<file path="config.mk">
export PLATFORM = sky130hd
export DESIGN_NAME = dmem_arbiter
export DESIGN_NICKNAME = d
export VERILOG_FILES = /design/src/rtl/dmem_arbiter.sv
export SDC_FILE = /design/constraint.sdc
export NUM_CORES = 1
export LEC_CHECK = 0
export CORE_ASPECT_RATIO = 0.75
export CORE_MARGIN = 1.5
export CORE_UTILIZATION = 40
export DETAILED_ROUTE_END_ITERATION = 8
export PLACE_DENSITY = 0.85
export SYNTH_ARGS = -nofsm -noshare
export SYNTH_HDL_FRONTEND = slang
export SYNTH_SLANG_ARGS = --single-unit
</file>
<file path="constraint.sdc">
create_clock -name clk -period 3.81 [get_ports clk]
set_input_delay 0.5715 -clock clk [delete_from_list [all_inputs] [get_ports clk]]
set_output_delay 0.5715 -clock clk [all_outputs]
set_load 0.03 [all_outputs]
</file>
<file path="src/rtl/dmem_arbiter.sv">
// dmem_arbiter
//   Two-requester arbiter and sequencer for the single-ported data memory.
//   Requester 0 is the CPU load/store path and requester 1 is the loader/DMA
//   port. One transaction at a time: the winning command is latched in IDLE,
//   held on the memory side for MEM_LAT cycles (ACCESS), then acknowledged
//   for exactly one cycle (DONE). Stores produce a single mem_we cycle on the
//   last ACCESS cycle.
//
//   Parameters: ADDR_W, DATA_W, MEM_LAT (1..15, 4-bit access counter).
//   Build option: DMEM_ARB_ROUND_ROBIN_EN -- when defined, simultaneous
//   requests alternate via a priority pointer; otherwise the CPU always wins.
//
//   Ports:
//     clk, rst_n                 clock, synchronous active-low reset
//     cpu_req/we/addr/wdata      CPU command (req held until cpu_ack)
//     cpu_rdata, cpu_ack         CPU load data (held), one-cycle completion
//     dma_*                      same set for the DMA/loader requester
//     mem_addr/we/wdata          data memory command
//     mem_rdata                  data memory combinational read data
//     busy                       high in ACCESS and DONE
//     grant_id                   owner of current/last transaction (1 = DMA)
module dmem_arbiter #(
    parameter int unsigned ADDR_W  = 32,
    parameter int unsigned DATA_W  = 32,
    parameter int unsigned MEM_LAT = 1
) (
    input  logic              clk,
    input  logic              rst_n,
    input  logic              cpu_req,
    input  logic              cpu_we,
    input  logic [ADDR_W-1:0] cpu_addr,
    input  logic [DATA_W-1:0] cpu_wdata,
    output logic [DATA_W-1:0] cpu_rdata,
    output logic              cpu_ack,
    input  logic              dma_req,
    input  logic              dma_we,
    input  logic [ADDR_W-1:0] dma_addr,
    input  logic [DATA_W-1:0] dma_wdata,
    output logic [DATA_W-1:0] dma_rdata,
    output logic              dma_ack,
    output logic [ADDR_W-1:0] mem_addr,
    output logic              mem_we,
    output logic [DATA_W-1:0] mem_wdata,
    input  logic [DATA_W-1:0] mem_rdata,
    output logic              busy,
    output logic              grant_id
);

    typedef enum logic [1:0] {
        IDLE   = 2'd0,
        ACCESS = 2'd1,
        DONE   = 2'd2
    } state_t;

    localparam logic [3:0] CNT_INIT = 4'(MEM_LAT - 1);

    state_t            state_q, state_d;
    logic [3:0]        cnt_q, cnt_d;
    logic              we_q, we_d;
    logic [ADDR_W-1:0] addr_q, addr_d;
    logic [DATA_W-1:0] wdata_q, wdata_d;
    logic              grant_q, grant_d;
    logic [DATA_W-1:0] cpu_rdata_q, cpu_rdata_d;
    logic [DATA_W-1:0] dma_rdata_q, dma_rdata_d;
    logic              win;

`ifdef DMEM_ARB_ROUND_ROBIN_EN
    // Preferred requester on a tie (0 = CPU); set to the loser at each grant.
    logic prio_q, prio_d;

    always_comb begin
        win = 1'b0;
        if (cpu_req && dma_req) begin
            win = prio_q;
        end else begin
            win = dma_req;
        end
    end

    always_ff @(posedge clk) begin
        if (!rst_n) begin
            prio_q <= 1'b0;
        end else begin
            prio_q <= prio_d;
        end
    end
`else
    always_comb begin
        win = !cpu_req;
    end
`endif

    always_comb begin
        state_d     = state_q;
        cnt_d       = cnt_q;
        we_d        = we_q;
        addr_d      = addr_q;
        wdata_d     = wdata_q;
        grant_d     = grant_q;
        cpu_rdata_d = cpu_rdata_q;
        dma_rdata_d = dma_rdata_q;
`ifdef DMEM_ARB_ROUND_ROBIN_EN
        prio_d      = prio_q;
`endif
        case (state_q)
            IDLE: begin
                if (cpu_req || dma_req) begin
                    grant_d = win;
                    we_d    = win ? dma_we    : cpu_we;
                    addr_d  = win ? dma_addr  : cpu_addr;
                    wdata_d = win ? dma_wdata : cpu_wdata;
                    cnt_d   = CNT_INIT;
                    state_d = ACCESS;
`ifdef DMEM_ARB_ROUND_ROBIN_EN
                    prio_d  = !win;
`endif
                end
            end
            ACCESS: begin
                if (cnt_q != 4'd0) begin
                    cnt_d = cnt_q - 4'd1;
                end else begin
                    if (!we_q) begin
                        if (grant_q) begin
                            dma_rdata_d = mem_rdata;
                        end else begin
                            cpu_rdata_d = mem_rdata;
                        end
                    end
                    state_d = DONE;
                end
            end
            DONE: begin
                state_d = IDLE;
            end
            default: begin
                state_d = IDLE;
            end
        endcase
    end

    always_ff @(posedge clk) begin
        if (!rst_n) begin
            state_q     <= IDLE;
            cnt_q       <= '0;
            we_q        <= 1'b0;
            addr_q      <= '0;
            wdata_q     <= '0;
            grant_q     <= 1'b0;
            cpu_rdata_q <= '0;
            dma_rdata_q <= '0;
        end else begin
            state_q     <= state_d;
            cnt_q       <= cnt_d;
            we_q        <= we_d;
            addr_q      <= addr_d;
            wdata_q     <= wdata_d;
            grant_q     <= grant_d;
            cpu_rdata_q <= cpu_rdata_d;
            dma_rdata_q <= dma_rdata_d;
        end
    end

    // Memory side is driven straight from the latched command, so it holds
    // its last value outside ACCESS. The write strobe fires only on the final
    // ACCESS cycle to give one write per store.
    assign mem_addr  = addr_q;
    assign mem_wdata = wdata_q;
    assign mem_we    = (state_q == ACCESS) && we_q && (cnt_q == 4'd0);

    assign cpu_ack   = (state_q == DONE) && !grant_q;
    assign dma_ack   = (state_q == DONE) &&  grant_q;
    assign busy      = (state_q != IDLE);
    assign grant_id  = grant_q;
    assign cpu_rdata = cpu_rdata_q;
    assign dma_rdata = dma_rdata_q;

endmodule

</file>
Yosys cells after proc, flatten, opt, wreduce, memory -nomap -nowiden
Index checks and enable logic that the tools add are counted.
{"block": "totals", "latch_bits": 0, "mem_bits_ro": 0, "ramBits": 0, "out_inout_bits": 133, "inputBits": 166, "elab_cells": 43, "ff_bits": 136, "n_memories": 0}
{"block": "op_classes", "mux": 9, "bitwise_logic": 3, "n_div": 0, "mul": 0, "magnitude_cmp": 0, "add_sub_neg": 1, "n_reduce_logical": 17, "shift": 0, "eq_ne": 5}
{"operator": "two-way mux 32 bit", "n": 2}
{"operator": "two-way mux 4 bit", "n": 2}
{"operator": "case mux 4 bit (2 select lines)", "n": 1}
{"operator": "AND reduction 4 bit", "n": 2}
{"operator": "inequality test 2 bit, second input constant", "n": 3}
{"operator": "logical AND 1 bit", "n": 4}
{"operator": "zero test 4 bit", "n": 1}
{"operator": "two-way mux 2 bit", "n": 2}
{"operator": "case mux 2 bit (2 select lines)", "n": 1}
{"operator": "AND reduction 2 bit", "n": 2}
{"operator": "nonzero test 2 bit", "n": 2}
{"operator": "nonzero test 4 bit", "n": 1}
{"operator": "subtractor 4 x 1 -> 4 bit, second input constant", "n": 1}
{"operator": "inverter 1 bit", "n": 3}
{"operator": "AND reduction 3 bit", "n": 1}
{"operator": "equality test 2 x 1 -> 1 bit, second input constant", "n": 1}
{"operator": "equality test 2 bit, second input constant", "n": 1}
{"operator": "zero test 1 bit", "n": 2}
{"operator": "zero test 2 bit", "n": 1}
{"operator": "logical OR 1 bit", "n": 1}
{"operator": "two-way mux 1 bit", "n": 1}

Depth between registers and ports, before layout
{"block": "logic_depth", "ltp_word": 3, "depth_mapped": 7, "mapped_depth_nobuf": 5}

Worst setup path before layout
No wires, ideal clock.
{"block": "synth_timing", "kind": "register -> output", "start": "reg cnt_q[0]", "end": "out mem_we", "arrival_time_ps": 1377, "stages_incl_launch_ff": 6, "path_buffers": 1, "t_required_ps": 3239, "path_slack_ps": 1861, "cell_sequence": "dfxtp_1 -> inv_1 -> ha_1 -> nor3b_2 -> buf_2 -> and3_1"}
{"block": "synth_between", "elab_chain_len": 2}
{"element": "from (decl)", "line": "58", "source": "logic [3:0] cnt_q, cnt_d;"}
{"element": "from (signal assigned)", "line": "154", "source": "cnt_q <= cnt_d;"}
{"element": "zero test 4 bit", "line": "169", "source": "assign mem_we = (state_q == ACCESS) && we_q && (cnt_q == 4'd0);"}
{"element": "logical AND 1 bit", "line": "169"}
{"element": "to (decl)", "line": "42", "source": "output logic mem_we,"}
No other way between the ends.

Final worst setup path
Same ends and word-level chain as after synthesis.

==> flow_summary.json <==
{
  "layout_common_cells": "clkdlybuf4s50_1 (297), dfxtp_1 (136), a21oi_1 (134)",
  "synth_cells": 635,
  "period_share": 0.696,
  "critical_path_arrival_ps": 2080,
  "vias_per_cell": 5.44,
  "htreeDepth": 4,
  "tns_ps": 0,
  "finalHoldViolCount": 0,
  "timing.slew.headroom": 0.338,
  "grt.total_usage": 0.239,
  "grt-ovfl-total": 0,
  "dp_cells": 1048,
  "rsz0062_at_grt": "no",
  "cts_max_path_buffers": 2,
  "fmax_ghz": 0.377,
  "areaGrowthSynthToFinish_pct": 61.9,
  "fp.dieW_um": 141,
  "cts-resized-gates": 0,
  "clk_latency_ps": 410,
  "wl_um": 18400,
  "drt_iter0_drc": 330,
  "fin_skew_ps": 8.60,
  "num_antenna_cells": 0,
  "drive_gt1_frac": 0.0564,
  "final_cells": 1080,
  "r2r_start": "cnt_q[0]",
  "io_buffer_count": 298,
  "power.leakage_uw": 0.00336,
  "grt_pass1_wl_um": 28600,
  "core_mm2": 0.0138,
  "synth.distinct_cells": 34,
  "nets": 1060,
  "wl_per_cell_um": 17.0,
  "min_from": "cpu_req",
  "ant_nets": 0,
  "dr.pass1.iters": 5,
  "finalCriticalPeriod_ps": 2650,
  "grt_pass1_vias": 5503,
  "final-max-slew-violation-count": 0,
  "pin_count": 299,
  "syn_area_mm2": 0.00574,
  "syn_area_per_cell_um2": 9.04,
  "cts_tree": "built",
  "ys_seq_area_frac": 0.474,
  "cts-root-buf": "clkbuf_16",
  "path_clk_slew_ps": 60,
  "yosysWarnings": 0,
  "antenna_found_initial": 0,
  "hold_buffers": 0,
  "num-fill-cells": 1137,
  "dieArea_mm2": 0.0151,
  "cp.required_ps": 3240,
  "total_power_uw": 4100,
  "grt_max_degree": 78,
  "dp_hpwl_um": 12800,
  "critPathCaptureType": "output pin",
  "ir_worst_vdd_v": 0.000285,
  "startpoint": "cnt_q[0]",
  "p_per_area_mw_per_mm2": 442,
  "status": "finished, final reports clean",
  "cts_buffers": 17,
  "cts.sinks": 136,
  "die_y_um": 107,
  "crit_path_start_kind": "register",
  "post_cts_buffers": 0,
  "vias": 5876,
  "mostFrequentLayoutCell": "clkdlybuf4s50_1",
  "hold_path_class": "input port to register",
  "cp_max_fo": 3,
  "worst_pin_slew_ps": 993,
  "drc": 0,
  "synth_fp_nets": 803,
  "drv_cap": 0,
  "setup-violations-final": 0,
  "critPathKind": "register to output pin",
  "fp-row-count": 37,
  "gp_congestion": 0.754,
  "synth_seq_cells": 136,
  "start_util": 0.415
}
per-layer routing:
metal  track usage  wire (um)
met1         0.294       7640
met2         0.407       9000
met3        0.0697       1490
met4        0.0722        245
met5             0          0
cells by family (layout without fill, tap and decap cells):
group           Yosys count  count (layout)  share of synthesized area
compound gates          270             270                      0.266
fa+ha+maj                 2               2                    0.00436
buf+inv                  76             346                     0.0571
flops                   136             136                      0.474
mux                      65              65                      0.113
simple gates             86              86                     0.0848
stage by stage:
step / cell area (um2) / hold WS, ps / worst slack [ps] / util
floorplan: 5740 / 462 / 1860 / -
global placement: 8750 / 460 / 1360 / 0.632
detailed placement: 8750 / 469 / 1260 / 0.632
CTS: 9290 / 432 / 1140 / 0.671
global route: 9290 / 440 / 1020 / 0.671
finish: 9290 / 448 / 1160 / 0.671
cell usage after synthesis:
library cell,instances,share of area
ha_1,2,0.0044
nor3b_2,1,0.0022
and3b_1,1,0.0015
nand3_1,65,0.057
o21ai_0,26,0.023
a211oi_1,66,0.086
nand2b_1,1,0.0011
clkbuf_1,36,0.024
or3_1,2,0.0022
nor2b_1,1,0.0011
mux2i_1,65,0.11
nor2_1,3,0.0020
o21ai_1,41,0.036
inv_2,2,0.0013
or4_1,2,0.0026
dfxtp_1,136,0.47
a21oi_1,134,0.12
nor4b_2,1,0.0026
o221ai_1,2,0.0031
nand4bb_1,1,0.0020
buf_1,3,0.0020
and4bb_1,1,0.0022
clkinv_1,1,0.00065
buf_2,31,0.027
or2_1,1,0.0011
nor3b_1,1,0.0013
inv_1,2,0.0013
or4b_1,1,0.0017
nor3_1,1,0.00087
and3_1,1,0.0011
buf_4,1,0.0013
or3b_1,1,0.0015
nor2_2,1,0.0011
o21a_1,1,0.0013
where the power goes:
group	total [uW]	internal [uW]	switching [uW]
registers	1610	1540	67.8
clock network	1490	854	641
logic	1000	467	537
final cells by class:
cell class	instances	area, um2	share of cell area
Tap cell	175	219	0.0236
Inverter	5	21.3	0.00229
Sequential cell	136	2720	0.293
Clock buffer	19	443	0.0477
Timing Repair Buffer	309	3080	0.331
Clock inverter	13	96.3	0.0104
Multi-Input combinational cell	423	2720	0.292
sequential cells by signal (all words and copies together), names as in the netlist:
register,cells
dma_rdata,32
we_q,1
mem_addr,32
grant_id,1
cpu_rdata,32
state_q,2
mem_wdata,32
cnt_q,4
worst paths after layout:
check             slack, ps  cells past startpoint            end
setup / recovery       1160                      5         mem_we
hold / removal          450                      2       grant_id
setup reg to reg       1670                      6  dma_rdata[22]
hold reg to reg         480                      2  dma_rdata[21]
critical path, stage by stage (launching register included):
cell             delay (ps)
dfxtp_1                 320
inv_1                    90
ha_1                    170
nor3b_4                 180
and3_1                  180
clkdlybuf4s50_1         730
(Power assumes the default switching activity.)
